File: src/rtl/zorro2_autoconfig.sv
// Zorro II AutoConfig responder for the Fast RAM decoder: serves the
// ExpansionRom descriptor at $E80000 and latches the assigned base address.
module zorro2_autoconfig #(
    parameter logic [15:0] MANUFACTURER_ID = 16'h0A8E,
    parameter logic [7:0]  PRODUCT_ID      = 8'h01,
    parameter logic [31:0] SERIAL_NO       = 32'h0000_0001
) (
    input  logic       CLKCPU,
    input  logic       RESET,
    input  logic [7:0] A_HI,
    input  logic [5:0] A_LO,
    input  logic       RW_n,
    input  logic       AS_n,
    input  logic       UDS_n,
    input  logic [3:0] D_IN,
    input  logic       CFGIN_n,
    input  logic       JP4,
    output logic [3:0] D_OUT,
    output logic       D_OE,
    output logic       AC_DTACK_n,
    output logic [2:0] BASE_RAM,
    output logic       RAM_CONFIGURED_n,
    output logic       CFGOUT_n
);

    typedef enum logic [1:0] {UNCONF, CONFIGURED, SHUTUP} cfg_e;
    typedef enum logic [1:0] {IDLE, ACK, WAIT_AS} bus_e;

    cfg_e       cfg_q, cfg_d;
    bus_e       bus_q, bus_d;
    logic [3:0] dout_q, dout_d;
    logic       oe_q, oe_d;
    logic       dtack_n_q, dtack_n_d;
    logic [2:0] base_ram_q, base_ram_d;
    logic       ramcfg_n_q, ramcfg_n_d;
    logic       cfgout_n_q, cfgout_n_d;
    logic [2:0] base_pend_q, base_pend_d;
    logic [3:0] base_lo_q, base_lo_d;
    logic       cfg_pend_q, cfg_pend_d;
    logic       shut_pend_q, shut_pend_d;

    logic       ac_sel;
    logic [3:0] rom_true;
    logic [3:0] rom_nib;

    assign ac_sel = (cfg_q == UNCONF) && !AS_n && (A_HI == 8'hE8) && !CFGIN_n;

    always_comb begin
        rom_true = 4'h0;
        case (A_LO)
            6'h00: rom_true = 4'hE;
            6'h01: rom_true = {1'b0, (JP4 ? 3'b000 : 3'b111)};
            6'h02: rom_true = PRODUCT_ID[7:4];
            6'h03: rom_true = PRODUCT_ID[3:0];
            6'h04: rom_true = 4'h8;
            6'h08: rom_true = MANUFACTURER_ID[15:12];
            6'h09: rom_true = MANUFACTURER_ID[11:8];
            6'h0A: rom_true = MANUFACTURER_ID[7:4];
            6'h0B: rom_true = MANUFACTURER_ID[3:0];
            6'h0C: rom_true = SERIAL_NO[31:28];
            6'h0D: rom_true = SERIAL_NO[27:24];
            6'h0E: rom_true = SERIAL_NO[23:20];
            6'h0F: rom_true = SERIAL_NO[19:16];
            6'h10: rom_true = SERIAL_NO[15:12];
            6'h11: rom_true = SERIAL_NO[11:8];
            6'h12: rom_true = SERIAL_NO[7:4];
            6'h13: rom_true = SERIAL_NO[3:0];
            default: rom_true = 4'h0;
        endcase
    end

    // Only $00/$02 and $40/$42 are read true; everything else is stored inverted.
    always_comb begin
        case (A_LO)
            6'h00, 6'h01, 6'h20, 6'h21: rom_nib = rom_true;
            default:                    rom_nib = ~rom_true;
        endcase
    end

    always_comb begin
        cfg_d       = cfg_q;
        bus_d       = bus_q;
        dout_d      = dout_q;
        oe_d        = oe_q;
        dtack_n_d   = dtack_n_q;
        base_ram_d  = base_ram_q;
        ramcfg_n_d  = ramcfg_n_q;
        cfgout_n_d  = cfgout_n_q;
        base_pend_d = base_pend_q;
        base_lo_d   = base_lo_q;
        cfg_pend_d  = cfg_pend_q;
        shut_pend_d = shut_pend_q;
        case (bus_q)
            IDLE: begin
                if (ac_sel && RW_n) begin
                    dout_d = rom_nib;
                    oe_d   = 1'b1;
                    bus_d  = ACK;
                end else if (ac_sel && !UDS_n) begin
                    case (A_LO)
                        6'h25: base_lo_d = D_IN;
                        6'h24: begin
                            base_pend_d = D_IN[3:1];
                            cfg_pend_d  = 1'b1;
                        end
                        6'h26: shut_pend_d = 1'b1;
                        default: ;
                    endcase
                    bus_d = ACK;
                end
            end
            ACK: begin
                dtack_n_d = 1'b0;
                bus_d     = WAIT_AS;
            end
            WAIT_AS: begin
                // Config outputs move only here so the RAM decode is stable
                // for the whole configuring bus cycle.
                if (AS_n) begin
                    dtack_n_d = 1'b1;
                    oe_d      = 1'b0;
                    bus_d     = IDLE;
                    if (cfg_pend_q) begin
                        base_ram_d = base_pend_q;
                        ramcfg_n_d = 1'b0;
                        cfgout_n_d = 1'b0;
                        cfg_d      = CONFIGURED;
                    end else if (shut_pend_q) begin
                        cfgout_n_d = 1'b0;
                        cfg_d      = SHUTUP;
                    end
                    cfg_pend_d  = 1'b0;
                    shut_pend_d = 1'b0;
                end
            end
            default: bus_d = IDLE;
        endcase
    end

    always_ff @(posedge CLKCPU or posedge RESET) begin
        if (RESET) begin
            cfg_q       <= UNCONF;
            bus_q       <= IDLE;
            dout_q      <= 4'h0;
            oe_q        <= 1'b0;
            dtack_n_q   <= 1'b1;
            base_ram_q  <= 3'b000;
            ramcfg_n_q  <= 1'b1;
            cfgout_n_q  <= 1'b1;
            base_pend_q <= 3'b000;
            base_lo_q   <= 4'h0;
            cfg_pend_q  <= 1'b0;
            shut_pend_q <= 1'b0;
        end else begin
            cfg_q       <= cfg_d;
            bus_q       <= bus_d;
            dout_q      <= dout_d;
            oe_q        <= oe_d;
            dtack_n_q   <= dtack_n_d;
            base_ram_q  <= base_ram_d;
            ramcfg_n_q  <= ramcfg_n_d;
            cfgout_n_q  <= cfgout_n_d;
            base_pend_q <= base_pend_d;
            base_lo_q   <= base_lo_d;
            cfg_pend_q  <= cfg_pend_d;
            shut_pend_q <= shut_pend_d;
        end
    end

    // AS gating drops the data driver the instant the CPU ends the cycle.
    assign D_OE             = oe_q && !AS_n;
    assign D_OUT            = dout_q;
    assign AC_DTACK_n       = dtack_n_q;
    assign BASE_RAM         = base_ram_q;
    assign RAM_CONFIGURED_n = ramcfg_n_q;
    assign CFGOUT_n         = cfgout_n_q;

endmodule

File: config.mk
export PLATFORM = sky130hd
export DESIGN_NAME = zorro2_autoconfig
export DESIGN_NICKNAME = d
export VERILOG_FILES = /design/src/rtl/zorro2_autoconfig.sv
export SDC_FILE = /design/constraint.sdc
export NUM_CORES = 1
export LEC_CHECK = 0
export ABC_AREA = 1
export CORE_ASPECT_RATIO = 1.4
export CORE_UTILIZATION = 35
export CTS_CLUSTER_DIAMETER = 80
export DETAILED_ROUTE_END_ITERATION = 8
export PLACE_DENSITY = 0.74
export SYNTH_ARGS = -nofsm -noshare
export SYNTH_HDL_FRONTEND = slang
export SYNTH_SLANG_ARGS = --single-unit
File: constraint.sdc
create_clock -name CLKCPU -period 1.3 [get_ports CLKCPU]
set_clock_uncertainty 0.15 [all_clocks]
set_input_delay 0.13 -clock CLKCPU [delete_from_list [all_inputs] [get_ports CLKCPU]]
set_output_delay 0.13 -clock CLKCPU [all_outputs]
set_load 0.05 [all_outputs]
==> impl_metrics.toml <==
[sta]
rsz0062_at_grt = "yes"
finalSetupViolCount = 10
fin_crit_sh = 1.162
slew_violations = 0
relSlewSlack = 0.8248
finalSetupTns_ns = -1.707
max_slew.worst_pin.slew_ns = 0.2614
min_period_ns = 1.510
setup_slack_ns = -0.2103
timing.fmax_mhz = 662.1
hold_viol = 0

[clock_tree]
insertion_delay_ns = 0.27
cts_buffer_depth = 2
cts_tree = "yes"
cts-root-buf = "clkbuf_8"
cts_sinks = 20
cts_buffers = 3
path_clk_slew_ns = 0.08
holdBufCountCts = 0
h-tree-depth = 1

[floorplanning]
fp.dieArea_um2 = 3481
die_w_um = 50.15
start_util = 0.3673
die_y_um = 69.41
core_area_um2 = 3093
std_cell_rows = 24
pin_count = 36

[power_and_ir_drop]
power_leakage_nw = 0.9242
powerDensity_nw_per_um2 = 955.9
ir_drop_mv = 0.5868

[logic_synthesis]
synth.area.top_cells = "dfrtp_1 37%, nand2_1 17%, nand3_1 7.5%"
synth_cells = 153
synthDistinctLibCells = 19
ys_seq_area_frac = 0.4438
yosysTopAreaCellShare = 0.3744
synth_seq_cells = 20
synth_nets = 178
synth_area_leader_cell = "dfrtp_1"
syn_area_um2 = 1136
syn_avg_cell_area_um2 = 7.425
synth_warnings = 0

[finish]
seqCellArea_um2 = 504.2
nets = 236
layout-drive-gt1-share = 0.3476
syn_to_final_growth_pct = 67.18
layout_commonest_cell = "nand2_1"
multi_input_area_um2 = 598.1
antennaDiodeCount = 0
utilization = 0.6141
final_cell_mix = "48 x nand2_1, 22 x clkdlybuf4s50_1, 19 x buf_4"
nFillCells = 268

[worst_hold_path]
hp-class = "in -> async"

[drt]
ant_nets = 0
post_drt_wl_per_cell_um = 11.47
drc_errors = 0
drt_pass1_iterations = 4
initialDrtViolationCount = 42
routed_wl_um = 2856
route.vias.total = 1176
via_per_inst = 4.723

[global_route]
grt_pass1_wl_um = 4692
grt_pass1_vias = 1154
groute.usage.overall = 0.1744
grt_start_max_net_pins = 21
antenna_found_initial = 0
grt_overflow = 0

[setup_path]
crit_type = "reg -> reg"
setup.worst_path.start = "cfg_q[0]$_DFFE_PP0P_"
cp-start-kind = "flop"
cp_max_fo = 2
worst_r2r_startpoint = "cfg_q[0]$_DFFE_PP0P_"
crit_path_end_kind = "flop"
reg2regPathDepth = 9
worstPathArrival_ns = 1.52
worstPathRequired_ns = 1.31

[placed_design]
gp_congestion = 0.8631
hpwl_um = 2189
io_buffers = 34

[flow_run]
max_cap_violations = 0

[status]
status = "finished with violations"
violations = "negative setup slack"
## critical path, stage by stage, from the launching register on
cell and delay, ns:
dfrtp_1 0.40, buf_4 0.15, nor2_4 0.12, nand3_2 0.10
nor2_4 0.12, nand4_1 0.08, nand2_1 0.11, nand2_1 0.08
nand2_1 0.06, nand2_1 0.04
## cells by family after synthesis
group           synth area share
compound gates           0.02642
simple gates              0.4570
buf+inv                  0.07269
flops                     0.4438
## Yosys cell counts
library cell and n:
nand2_1 50, dfrtp_1 17, nand3_1 17, inv_1 15, nor2_1 13, inv_2 7, nand2_2 5, nand4_1 5
nor2_2 5, nor2_4 4, a21oi_1 3, dfstp_2 3, nand3_2 2, o21ai_0 2, and3_4 1, nor3_1 1
nor3_2 1, nor4_2 1, o21ai_1 1
## flip-flops by register name, indices dropped and copies added (netlist names), 2 cells and up
name and flops:
base_pend_q 3, cfg_q 2, D_OUT 4, BASE_RAM 3, bus_q 2
## metrics by stage
stage               hold slack [ns]  instances  worst slack, ns  power [W]  cell area, µm²
floorplan                  -0.05839        153         -0.04689  0.0008976            1136
finish                      0.04120        249          -0.2103   0.001816            1899
detailed placement           0.3082        239          -0.4007   0.001091            1733
global placement             0.3047        239          -0.3771   0.001076            1733
CTS                         0.05190        243          -0.1862   0.001725            1815
global route                0.06911        249          -0.2908   0.001892            1899
## metal layers
metal,track usage,up-vias,routed length [µm]
li1,-,600,-
met1,0.1865,538,1076
met2,0.3274,33,1637
met3,0.01316,5,82
met4,0.08571,0,59
met5,0,-,0
## repair_timing
action | 4_1_cts | 5_1_grt
endpoints found under the setup margin | 14 | 18
resized for setup | 5 | 12
setup buffers | 0 | 6
cloned | 0 | 0
pin swaps | 1 | 8
## power by group
group	leakage (nW)	internal, W	switching [W]	total (W)
logic	0.630	0.000225	0.000225	0.000450
clock network	0.0357	0.000412	0.000216	0.000628
registers	0.259	0.000685	0.0000519	0.000737
total	0.924	0.00132	0.000494	0.00182
## worst paths after layout
path                                              end  slack (ns)
max in group asynchronous        CFGOUT_n$_DFFE_PP1P_        0.69
min in group CLKCPU              bus_q[1]$_DFFE_PP0P_        0.21
min                            cfg_pend_q$_DFFE_PP0P_        0.04
min reg2reg                base_pend_q[2]$_DFFE_PP0P_        0.32
max reg2reg                   shut_pend_q$_DFFE_PP0P_       -0.21
max                           shut_pend_q$_DFFE_PP0P_       -0.21
## area by class of cell
cell class              instances  share of cell area
clock inverters                 1             0.01581
well taps                      39             0.02569
multi-input cells             111              0.3149
inverters                      22             0.04480
flip-flops and latches         20              0.2655
clock buffers                   3             0.02174
repair buffers                 53              0.3116
Power figures use the tool's default switching activity.
